--- config.mk ---
export PLATFORM = sky130hd
export DESIGN_NAME = des_req_arbiter_flat
export DESIGN_NICKNAME = d
export VERILOG_FILES = /design/src/rtl/des_req_arbiter_pkg.sv /design/src/rtl/des_req_arbiter_if.sv /design/src/rtl/des_req_arbiter_rr_arb2.sv /design/src/rtl/des_req_arbiter.sv /design/src/flat_wrapper.sv
export SDC_FILE = /design/constraint.sdc
export NUM_CORES = 1
export LEC_CHECK = 0
export ABC_AREA = 1
export CAP_MARGIN = 20
export CORE_AREA = 2 2 131 133
export CTS_CLUSTER_SIZE = 12
export DETAILED_ROUTE_END_ITERATION = 7
export DIE_AREA = 0 0 133 135
export HOLD_SLACK_MARGIN = 0.03
export PLACE_DENSITY_LB_ADDON = 0.25
export SYNTH_ARGS = -nofsm -noshare
export SYNTH_HDL_FRONTEND = slang
export SYNTH_HIERARCHICAL = 1
export SYNTH_SLANG_ARGS = --single-unit
export TNS_END_PERCENT = 20
--- constraint.sdc ---
create_clock -name clk -period 2.7 [get_ports clk]
set_input_delay 0.81 -clock clk [delete_from_list [all_inputs] [get_ports clk]]
set_output_delay 0.81 -clock clk [all_outputs]
set_load 0.05 [all_outputs]
--- src/rtl/des_req_arbiter_pkg.sv ---
// Shared types for the two-port DES request arbiter: FSM state encoding and port ids.
package des_req_arbiter_pkg;

  typedef enum logic [1:0] {
    StIdle     = 2'd0,
    StIssue    = 2'd1,
    StWaitDone = 2'd2,
    StResp     = 2'd3
  } state_e;

  localparam logic Port0 = 1'b0;
  localparam logic Port1 = 1'b1;

  function automatic logic [1:0] port_onehot(input logic port);
    return (port == Port1) ? 2'b10 : 2'b01;
  endfunction

endpackage

--- src/rtl/des_req_arbiter_if.sv ---
// Requester and core-side signals of the DES request arbiter, grouped as one bundle.
interface des_req_arbiter_if #(
  parameter int unsigned DATA_W = 64
) ();

  logic [1:0]        req_valid;
  logic [1:0]        req_ready;
  logic [1:0]        req_enc_dec;
  logic [DATA_W-1:0] req_data0;
  logic [DATA_W-1:0] req_data1;
  logic [1:0]        rsp_valid;
  logic [1:0]        rsp_ready;
  logic [DATA_W-1:0] rsp_data;
  logic              rsp_err;
  logic              core_start;
  logic              core_enc_dec;
  logic [DATA_W-1:0] core_data_in;
  logic [DATA_W-1:0] core_data_out;
  logic              core_done;
  logic              core_busy;

  modport slave (
    input  req_valid, req_enc_dec, req_data0, req_data1, rsp_ready,
    input  core_data_out, core_done, core_busy,
    output req_ready, rsp_valid, rsp_data, rsp_err,
    output core_start, core_enc_dec, core_data_in
  );

  modport master (
    output req_valid, req_enc_dec, req_data0, req_data1, rsp_ready,
    output core_data_out, core_done, core_busy,
    input  req_ready, rsp_valid, rsp_data, rsp_err,
    input  core_start, core_enc_dec, core_data_in
  );

endinterface

--- src/rtl/des_req_arbiter_rr_arb2.sv ---
// Combinational two-way round-robin grant: a lone requester wins, a tie goes to rr_ptr.
module des_req_arbiter_rr_arb2
  import des_req_arbiter_pkg::*;
(
  input  logic [1:0] req_valid,
  input  logic       rr_ptr,
  output logic [1:0] grant
);

  always_comb begin
    grant = 2'b00;
    unique case (req_valid)
      2'b01:   grant = 2'b01;
      2'b10:   grant = 2'b10;
      2'b11:   grant = port_onehot(rr_ptr);
      default: grant = 2'b00;
    endcase
  end

endmodule

--- src/rtl/des_req_arbiter.sv ---
// Shares one DES core between two requesters: one operation in flight, round-robin fairness,
// watchdog turns a hung core into an error response.
module des_req_arbiter
  import des_req_arbiter_pkg::*;
#(
  parameter int unsigned DATA_W         = 64,
  parameter int unsigned TIMEOUT_CYCLES = 64
) (
  input logic              clk,
  input logic              rst_n,
  des_req_arbiter_if.slave bus
);

  localparam int unsigned     WdogW   = $clog2(TIMEOUT_CYCLES + 1);
  localparam logic [WdogW-1:0] WdogMax = WdogW'(TIMEOUT_CYCLES);

  state_e            state_q, state_d;
  logic              gnt_q, gnt_d;
  logic              rr_q, rr_d;
  logic [WdogW-1:0]  wdog_q, wdog_d;
  logic              enc_q, enc_d;
  logic [DATA_W-1:0] din_q, din_d;
  logic [DATA_W-1:0] rsp_data_q, rsp_data_d;
  logic              rsp_err_q, rsp_err_d;
  logic [1:0]        grant;
  logic [1:0]        ready;

  des_req_arbiter_rr_arb2 u_rr_arb2 (
    .req_valid (bus.req_valid),
    .rr_ptr    (rr_q),
    .grant     (grant)
  );

  // A core still draining its previous job holds off every grant.
  assign ready            = (state_q == StIdle && !bus.core_busy) ? grant : 2'b00;
  assign bus.req_ready    = ready;
  assign bus.core_start   = (state_q == StIssue);
  assign bus.core_enc_dec = enc_q;
  assign bus.core_data_in = din_q;
  assign bus.rsp_valid    = (state_q == StResp) ? port_onehot(gnt_q) : 2'b00;
  assign bus.rsp_data     = rsp_data_q;
  assign bus.rsp_err      = rsp_err_q;

  always_comb begin
    state_d    = state_q;
    gnt_d      = gnt_q;
    rr_d       = rr_q;
    wdog_d     = wdog_q;
    enc_d      = enc_q;
    din_d      = din_q;
    rsp_data_d = rsp_data_q;
    rsp_err_d  = rsp_err_q;
    unique case (state_q)
      StIdle: begin
        if ((ready & bus.req_valid) != 2'b00) begin
          gnt_d   = ready[1];
          enc_d   = ready[1] ? bus.req_enc_dec[1] : bus.req_enc_dec[0];
          din_d   = ready[1] ? bus.req_data1 : bus.req_data0;
          state_d = StIssue;
        end
      end
      StIssue: begin
        wdog_d  = '0;
        state_d = StWaitDone;
      end
      StWaitDone: begin
        wdog_d = wdog_q + 1'b1;
        if (bus.core_done) begin
          rsp_data_d = bus.core_data_out;
          rsp_err_d  = 1'b0;
          state_d    = StResp;
        end else if (wdog_d == WdogMax) begin
          rsp_data_d = '0;
          rsp_err_d  = 1'b1;
          state_d    = StResp;
        end
      end
      StResp: begin
        if (bus.rsp_ready[gnt_q]) begin
          rr_d    = ~gnt_q;
          state_d = StIdle;
        end
      end
      default: state_d = StIdle;
    endcase
  end

  always_ff @(posedge clk or negedge rst_n) begin
    if (!rst_n) begin
      state_q    <= StIdle;
      gnt_q      <= Port0;
      rr_q       <= Port0;
      wdog_q     <= '0;
      enc_q      <= 1'b1;
      din_q      <= '0;
      rsp_data_q <= '0;
      rsp_err_q  <= 1'b0;
    end else begin
      state_q    <= state_d;
      gnt_q      <= gnt_d;
      rr_q       <= rr_d;
      wdog_q     <= wdog_d;
      enc_q      <= enc_d;
      din_q      <= din_d;
      rsp_data_q <= rsp_data_d;
      rsp_err_q  <= rsp_err_d;
    end
  end

endmodule

--- src/flat_wrapper.sv ---
// flat-port wrapper written by rule: the top's interface ports become plain ports
module des_req_arbiter_flat import des_req_arbiter_pkg::*;
#(
  parameter int unsigned DATA_W         = 64,
  parameter int unsigned TIMEOUT_CYCLES = 64
)
  (clk, rst_n, bus_req_valid, bus_req_enc_dec, bus_req_data0, bus_req_data1, bus_rsp_ready, bus_core_data_out, bus_core_done, bus_core_busy, bus_req_ready, bus_rsp_valid, bus_rsp_data, bus_rsp_err, bus_core_start, bus_core_enc_dec, bus_core_data_in);
  des_req_arbiter_if #(.DATA_W(DATA_W)) bus_i ();
  input logic clk;
  input logic rst_n;
  input wire logic [$bits(bus_i.req_valid)-1:0] bus_req_valid;
  input wire logic [$bits(bus_i.req_enc_dec)-1:0] bus_req_enc_dec;
  input wire logic [$bits(bus_i.req_data0)-1:0] bus_req_data0;
  input wire logic [$bits(bus_i.req_data1)-1:0] bus_req_data1;
  input wire logic [$bits(bus_i.rsp_ready)-1:0] bus_rsp_ready;
  input wire logic [$bits(bus_i.core_data_out)-1:0] bus_core_data_out;
  input wire logic [$bits(bus_i.core_done)-1:0] bus_core_done;
  input wire logic [$bits(bus_i.core_busy)-1:0] bus_core_busy;
  output wire logic [$bits(bus_i.req_ready)-1:0] bus_req_ready;
  output wire logic [$bits(bus_i.rsp_valid)-1:0] bus_rsp_valid;
  output wire logic [$bits(bus_i.rsp_data)-1:0] bus_rsp_data;
  output wire logic [$bits(bus_i.rsp_err)-1:0] bus_rsp_err;
  output wire logic [$bits(bus_i.core_start)-1:0] bus_core_start;
  output wire logic [$bits(bus_i.core_enc_dec)-1:0] bus_core_enc_dec;
  output wire logic [$bits(bus_i.core_data_in)-1:0] bus_core_data_in;
  assign bus_i.req_valid = bus_req_valid;
  assign bus_i.req_enc_dec = bus_req_enc_dec;
  assign bus_i.req_data0 = bus_req_data0;
  assign bus_i.req_data1 = bus_req_data1;
  assign bus_i.rsp_ready = bus_rsp_ready;
  assign bus_i.core_data_out = bus_core_data_out;
  assign bus_i.core_done = bus_core_done;
  assign bus_i.core_busy = bus_core_busy;
  assign bus_req_ready = bus_i.req_ready;
  assign bus_rsp_valid = bus_i.rsp_valid;
  assign bus_rsp_data = bus_i.rsp_data;
  assign bus_rsp_err = bus_i.rsp_err;
  assign bus_core_start = bus_i.core_start;
  assign bus_core_enc_dec = bus_i.core_enc_dec;
  assign bus_core_data_in = bus_i.core_data_in;
  des_req_arbiter #(.DATA_W(DATA_W), .TIMEOUT_CYCLES(TIMEOUT_CYCLES)) u_core (.clk(clk), .rst_n(rst_n), .bus(bus_i));
endmodule
==> flow_metrics.tcl, run 1 <==
set metrics [dict create \
    io_pins 337 \
    synth_common_cells "344 x nand2_1, 140 x dfrtp_1, 72 x nor2_1" \
    finalCriticalPeriod_ps 2640 \
    tightestPinTransition_ps 617 \
    vias_per_cell 4.64 \
    fin_ws_ps 55.6 \
    ys_seq_area_frac 0.578 \
    start_util 0.372 \
    cts-hold-fix-buffers 0 \
    dieArea_um2 18000 \
    clkLatencyLatePin_ps 420 \
    cts_buffers 17 \
    coreArea_um2 16400 \
    layout-drive-gt1-share 0.0635 \
    critPathMaxStageDelay_ps 470 \
    grt_pass1_vias 5699 \
    synth_area_per_cell_um2 8.37 \
    first_iter_violations 294 \
    crit_chain "clkdlybuf4s50_1 -> inv_1 -> a21oi_1 -> and3_4 -> buf_12" \
    hold_path_class "in -> async" \
    grt_pass1_wl_um 31100 \
    dp_slack_ps 40.7 \
    firstDrtPassIters 5 \
    num_rows 47 \
    routedWlPerCell_um 15.6 \
    hold_slack_ps 355 \
    path_buf_inv 3 \
    die_width_um 133 \
    slew_viol_final 0 \
    syn_area_um2 6110 \
    synth_most_common_cell "nand2_1" \
    relSlewSlack 0.588 \
    cts_tree "done" \
    drtAntennaViolNets 0 \
    portBuffers 336 \
    synth_area_leaders "dfrtp_1 57%, nand2_1 21%, a31oi_1 6.7%, nor2_1 4.4%, buf_2 1.2%" \
    critPathTopFamily "buffers and inverters" \
    grt_start_max_net_pins 66 \
    h-tree-depth 4 \
    period_share 0.979 \
    finalHoldViolations 0 \
    synth_nets 938 \
    yosysTopAreaCell "dfrtp_1" \
    synth-edff-count 0 \
    grt_use_total 0.225 \
    utilization 0.633 \
    crit_type "in -> out" \
    netlist.area_leader.share 0.574 \
    setup_viol 0 \
    vias 5990 \
    cts.sink_count 141 \
    rsz0062_at_grt "true" \
    skew_ps 8.87 \
    fp.dieH_um 135 \
    hpwlAfterDp_um 14900 \
    gp_congestion 0.813 \
    cp-start-kind "input port" \
    post-cts-setup-buffer-count 0 \
    fmaxAchievable_mhz 378 \
    peakVddDrop_uv 667 \
    critPathRequiredTime_ps 1890 \
    cts_buffer_depth 2 \
    yosysWarnings 6 \
    crit_path_end_kind "primary output" \
    status "complete, no violations" \
    grt_overflow 0 \
    ys_ff_latch 141 \
    synth_ff_type "dfrtp_1" \
    antenna_found_initial 2 \
    arrival_ps 1830 \
    async_reset_ff_frac 1.00 \
    area_growth_pct 69.9 \
    crit_slowest_cell "clkdlybuf4s50_1" \
    power_leakage_uw 0.00471 \
    drcViolationCount 0 \
    post_cts_resized 2 \
    postSynthCellCount 730 \
    fin_nets 1266 \
    cp_max_fo 2 \
    powerDensity_nw_per_um2 1320 \
    ys_types 25 \
    path_clk_slew_ps 60 \
    cts_root_buf "clkbuf_16" \
    maxCapViolCount 0 \
    totalWireLength_um 20200 \
]
==> flip-flops by register name, indices dropped and copies added, names as in the netlist <==
name                     flops
u_core/bus.core_data_in     64
u_core/bus.rsp_data         64
u_core/wdog_q                7
u_core/state_q               2
u_core/bus.core_enc_dec      1
u_core/bus.rsp_err           1
u_core/gnt_q                 1
u_core/rr_q                  1
==> path summary, 6_finish.rpt <==
| kind | startpoint | end | slack (ps) | cells past startpoint |
|---|---|---|---|---|
| max | bus_req_valid[0] | bus_req_ready[0] | 60 | 5 |
| min | rst_n | u_core/bus.core_data_in[24] | 360 | 1 |
| max reg2reg | u_core/state_q[0] | u_core/bus.core_data_in[34] | 740 | 9 |
| min reg2reg | u_core/bus.rsp_data[38] | u_core/bus.rsp_data[38] | 470 | 2 |
| max in group asynchronous | rst_n | u_core/bus.core_data_in[3] | 1660 | 2 |
| min in group clk | u_core/bus.rsp_data[38] | u_core/bus.rsp_data[38] | 470 | 2 |
==> power breakdown <==
part / leakage [uW] / total (uW) / internal (uW) / switching [uW]
clock: 0.000290 / 2390 / 1500 / 890
sequential: 0.00168 / 3640 / 3090 / 550
combinational: 0.00274 / 7710 / 2560 / 5150
total: 0.00471 / 13700 / 7160 / 6590
==> per-stage QoR <==
stage	area, um^2	TNS (ps)	total power [uW]	instances
after floorplan	6110	0	8530	730
after global placement	9770	0	11300	1259
after detailed placement	9770	0	11400	1259
after CTS	10400	0	13900	1291
after global routing	10400	-32.6	14400	1292
final	10400	0	13700	1292
==> worst reg2reg max path: stages, from the launching register on <==
cell	delay, ps
dfrtp_1	420
inv_1	130
ha_1	210
and3_4	220
buf_4	160
nand2_1	120
nand2_4	130
buf_12	230
nor2_1	90
a31oi_1	160
==> layer usage <==
layer,vias up,track usage,share of wire
li1,2972,-,-
met4,2,0.0753,0.016
met1,2727,0.272,0.41
met3,23,0.0815,0.089
met5,-,0,0.00054
met2,266,0.373,0.49
==> placed cells by master (no fill, tap or decap), types with 6 or more instances in the layout <==
cell             synthesis  layout
ha_1                     6       6
buf_4                    1       9
nand2_2                 11      11
dfrtp_1                140     140
buf_12                   0      10
inv_1                   18      16
nand2_1                344     343
clkbuf_16                0      17
o21ai_0                  8       8
clkdlybuf4s50_1          0     329
nand3_1                 10      10
a31oi_1                 65      65
nor2_1                  72      72
==> logic make-up (layout without fill, tap and decap cells) <==
family,Yosys count,in the layout,share of synthesized area
AND/OR/NAND/NOR,441,441,0.280
buffers and inverters,62,403,0.0492
other,0,1,0
XOR/XNOR,1,1,0.00143
AO/OA/AOI/OAI,79,79,0.0795
adder cells (fa/ha/maj),6,6,0.0123
flip-flops,141,141,0.578
==> layout make-up <==
| cell class | count | area [um^2] |
|---|---|---|
| Fill cell | 1365 | 6030 |
| Timing Repair Buffer | 352 | 3600 |
| Sequential cell | 141 | 3530 |
| Multi-Input combinational cell | 527 | 2300 |
| Clock buffer | 22 | 464 |
| Tap cell | 220 | 275 |
| Clock inverter | 10 | 138 |
| Inverter | 19 | 71.3 |
| Antenna cell | 1 | 2.50 |
(Power assumes the default switching activity.)
==> inputs of run 2 (changes only) <==
Settings changed: ABC_CLOCK_PERIOD_IN_PS set to 2700.
==> results of run 2 <==
Final layout, timing and power as in run 1 (identical DEF).
==> inputs of run 3 (changes only) <==
Settings changed: RECOVER_POWER set to 100.
==> run 3 against run 2 <==
Combinational power decreased by 5.2%. Clock power about the same. Critical path depth unchanged. Global-route usage unchanged. Routed wire length decreased by 0.26%. Register-to-register slack got worse by 270 ps. Non-clock buffer count unchanged. Power decreased by 3.3%. Count of clock-buffer cells in the layout unchanged. Sequential share of layout area increased by 0.35 points. Critical endpoint unchanged. Highest routed layer unchanged.
==> flow_metrics.tcl, run 3 (synthesis results as in run 1) <==
set metrics [dict create \
    peakVddDrop_uv 628 \
    coreArea_um2 16400 \
    cts_buffers 17 \
    dieArea_um2 18000 \
    hold_path_class "reg -> reg" \
    first_iter_violations 267 \
    r2r_slack_ps 470 \
    power_leakage_uw 0.00474 \
    final_cell_count_no_fill 1292 \
    cp_max_fo 2 \
    fp.dieH_um 135 \
    period_share 0.979 \
    drcViolationCount 0 \
    powerDensity_nw_per_um2 1290 \
    post-cts-setup-buffer-count 0 \
    final_common_cell "nand2_1" \
    cts_tree "done" \
    layout-drive-gt1-share 0.0504 \
    intPower_uw 6770 \
    io_pins 337 \
    slew_viol_final 0 \
    grt_pass1_vias 5699 \
    path_clk_slew_ps 60 \
    finalHoldViolations 0 \
    timing.rr.end "u_core/bus.rsp_data[63]" \
    grt_pass1_wl_um 31100 \
    comb_power_share 0.550 \
    totalWireLength_um 20100 \
    cts_buffer_depth 2 \
    critPathMaxStageDelay_ps 470 \
    path_buf_inv 3 \
    crit_slowest_cell "clkdlybuf4s50_1" \
    grt_start_max_net_pins 66 \
    cts_root_buf "clkbuf_16" \
    cp-start-kind "input port" \
    critPathRequiredTime_ps 1890 \
    setup_viol 0 \
    cts.sink_count 141 \
    crit_type "in -> out" \
    vias_per_cell 4.65 \
    rsz0062_at_grt "true" \
    maxCapViolCount 0 \
    grt_overflow 0 \
    h-tree-depth 4 \
    relSlewSlack 0.0173 \
    dp.cells 1259 \
    fin_nets 1266 \
    die_width_um 133 \
    cp.depth 5 \
    arrival_ps 1830 \
    start_util 0.372 \
    num_rows 47 \
    grt_use_total 0.225 \
    fmaxAchievable_mhz 378 \
    crit_path_end_kind "primary output" \
    routedWlPerCell_um 15.6 \
    status "complete, no violations" \
    firstDrtPassIters 4 \
    critPathTopFamily "buffers and inverters" \
    switching_power_uw 6520 \
    endpoint "bus_req_ready[0]" \
    vias 6005 \
    gp_congestion 0.813 \
    antenna_found_initial 2 \
    area_growth_pct 68.2 \
    place_area_um2 9770 \
    hold_slack_ps 461 \
    tightestPinTransition_ps 1470 \
    finalCriticalPeriod_ps 2640 \
    netSwitchingFraction 0.491 \
    reg2reg_from "u_core/wdog_q[0]" \
    clkLatencyLatePin_ps 410 \
    final_cell_mix "352 x nand2_1, 199 x clkdlybuf4s50_1, 140 x dfrtp_1, 130 x dlygate4sd3_1, 72 x nor2_1" \
    critPathLaunch "bus_req_valid[0]" \
    hpwlAfterDp_um 14900 \
    postLayoutCellArea_um2 10300 \
    drtAntennaViolNets 0 \
    crit_chain "clkdlybuf4s50_1 -> inv_1 -> a21oi_1 -> and3_4 -> buf_12" \
    reg2reg_depth 12 \
    p_seq_frac 0.270 \
    portBuffers 336 \
    clockPowerShare 0.180 \
    skew_ps 7.97 \
]
run 3: changes by cell type in the layout (fill, tap and decap cells not counted), sizes merged:
| cell | previous run | this run |
|---|---|---|
| buf | 20 | 8 |
| dlygate4sd3 | 0 | 130 |
| clkbuf | 22 | 34 |
| clkdlybuf4s50 | 329 | 199 |
run 3: final cells by class:
type | instances | area, um^2
tap | 220 | 275
sequential | 141 | 3530
multi-input combinational | 527 | 2270
fill | 1387 | 6130
antenna | 1 | 2.50
clock buffer | 22 | 464
clock inverter | 10 | 138
timing repair buffer | 352 | 3520
inverter | 19 | 71.3
run 3: metrics by stage:
stage | power [uW] | setup TNS, ps | utilization | setup slack (ps)
floorplan | 8530 | 0 | - | 62.0
global placement | 11300 | 0 | 0.595 | 65.2
detailed placement | 11400 | 0 | 0.595 | 40.7
CTS | 13900 | 0 | 0.632 | 62.4
global route | 14000 | -32.6 | 0.626 | -32.6
finish | 13300 | 0 | 0.626 | 56.2
run 3: tightest hold or removal path, cell delays in order (launching register included):
cell,delay (ps)
dfrtp_1,330
nand2_1,50
nand2_1,50
run 3: metal layers:
| layer | up-vias | global-route usage | wire (um) |
|---|---|---|---|
| met4 | 2 | 0.0753 | 376 |
| met5 | - | 0 | 11 |
| met1 | 2726 | 0.272 | 8190 |
| met3 | 27 | 0.0815 | 1780 |
| li1 | 2980 | - | - |
| met2 | 270 | 0.373 | 9790 |
run 3: worst min-delay path by stage:
stage | startpoint | end | slack (ps) | cells after the start
2_1_floorplan | u_core/wdog_q[6] | u_core/wdog_q[6] | 470 | 2
3_3_place_gp | u_core/bus.rsp_data[63] | u_core/bus.rsp_data[63] | 450 | 2
5_1_grt | u_core/bus.rsp_data[36] | u_core/bus.rsp_data[36] | 480 | 2
3_5_place_dp | u_core/bus.rsp_data[1] | u_core/bus.rsp_data[1] | 460 | 2
4_1_cts | rst_n | u_core/bus.core_data_in[24] | 370 | 1
6_report | u_core/bus.rsp_data[13] | u_core/bus.rsp_data[13] | 460 | 2
run 3: timing repair:
action / in CTS / in global routing
gates cloned: 0 / 0
resized for setup: 2 / 3
hold buffers: 0 / 0
setup endpoints to repair: 2 / 2
run 3: power by group through the flow:
stage               logic, uW  registers (uW)  clock network (uW)
finish                   7310            3590                2390
global route             7730            3720                2530
CTS                      7760            3650                2450
detailed placement       7750            3670                   0
global placement         7690            3630                   0
floorplan                1650            6880                   0
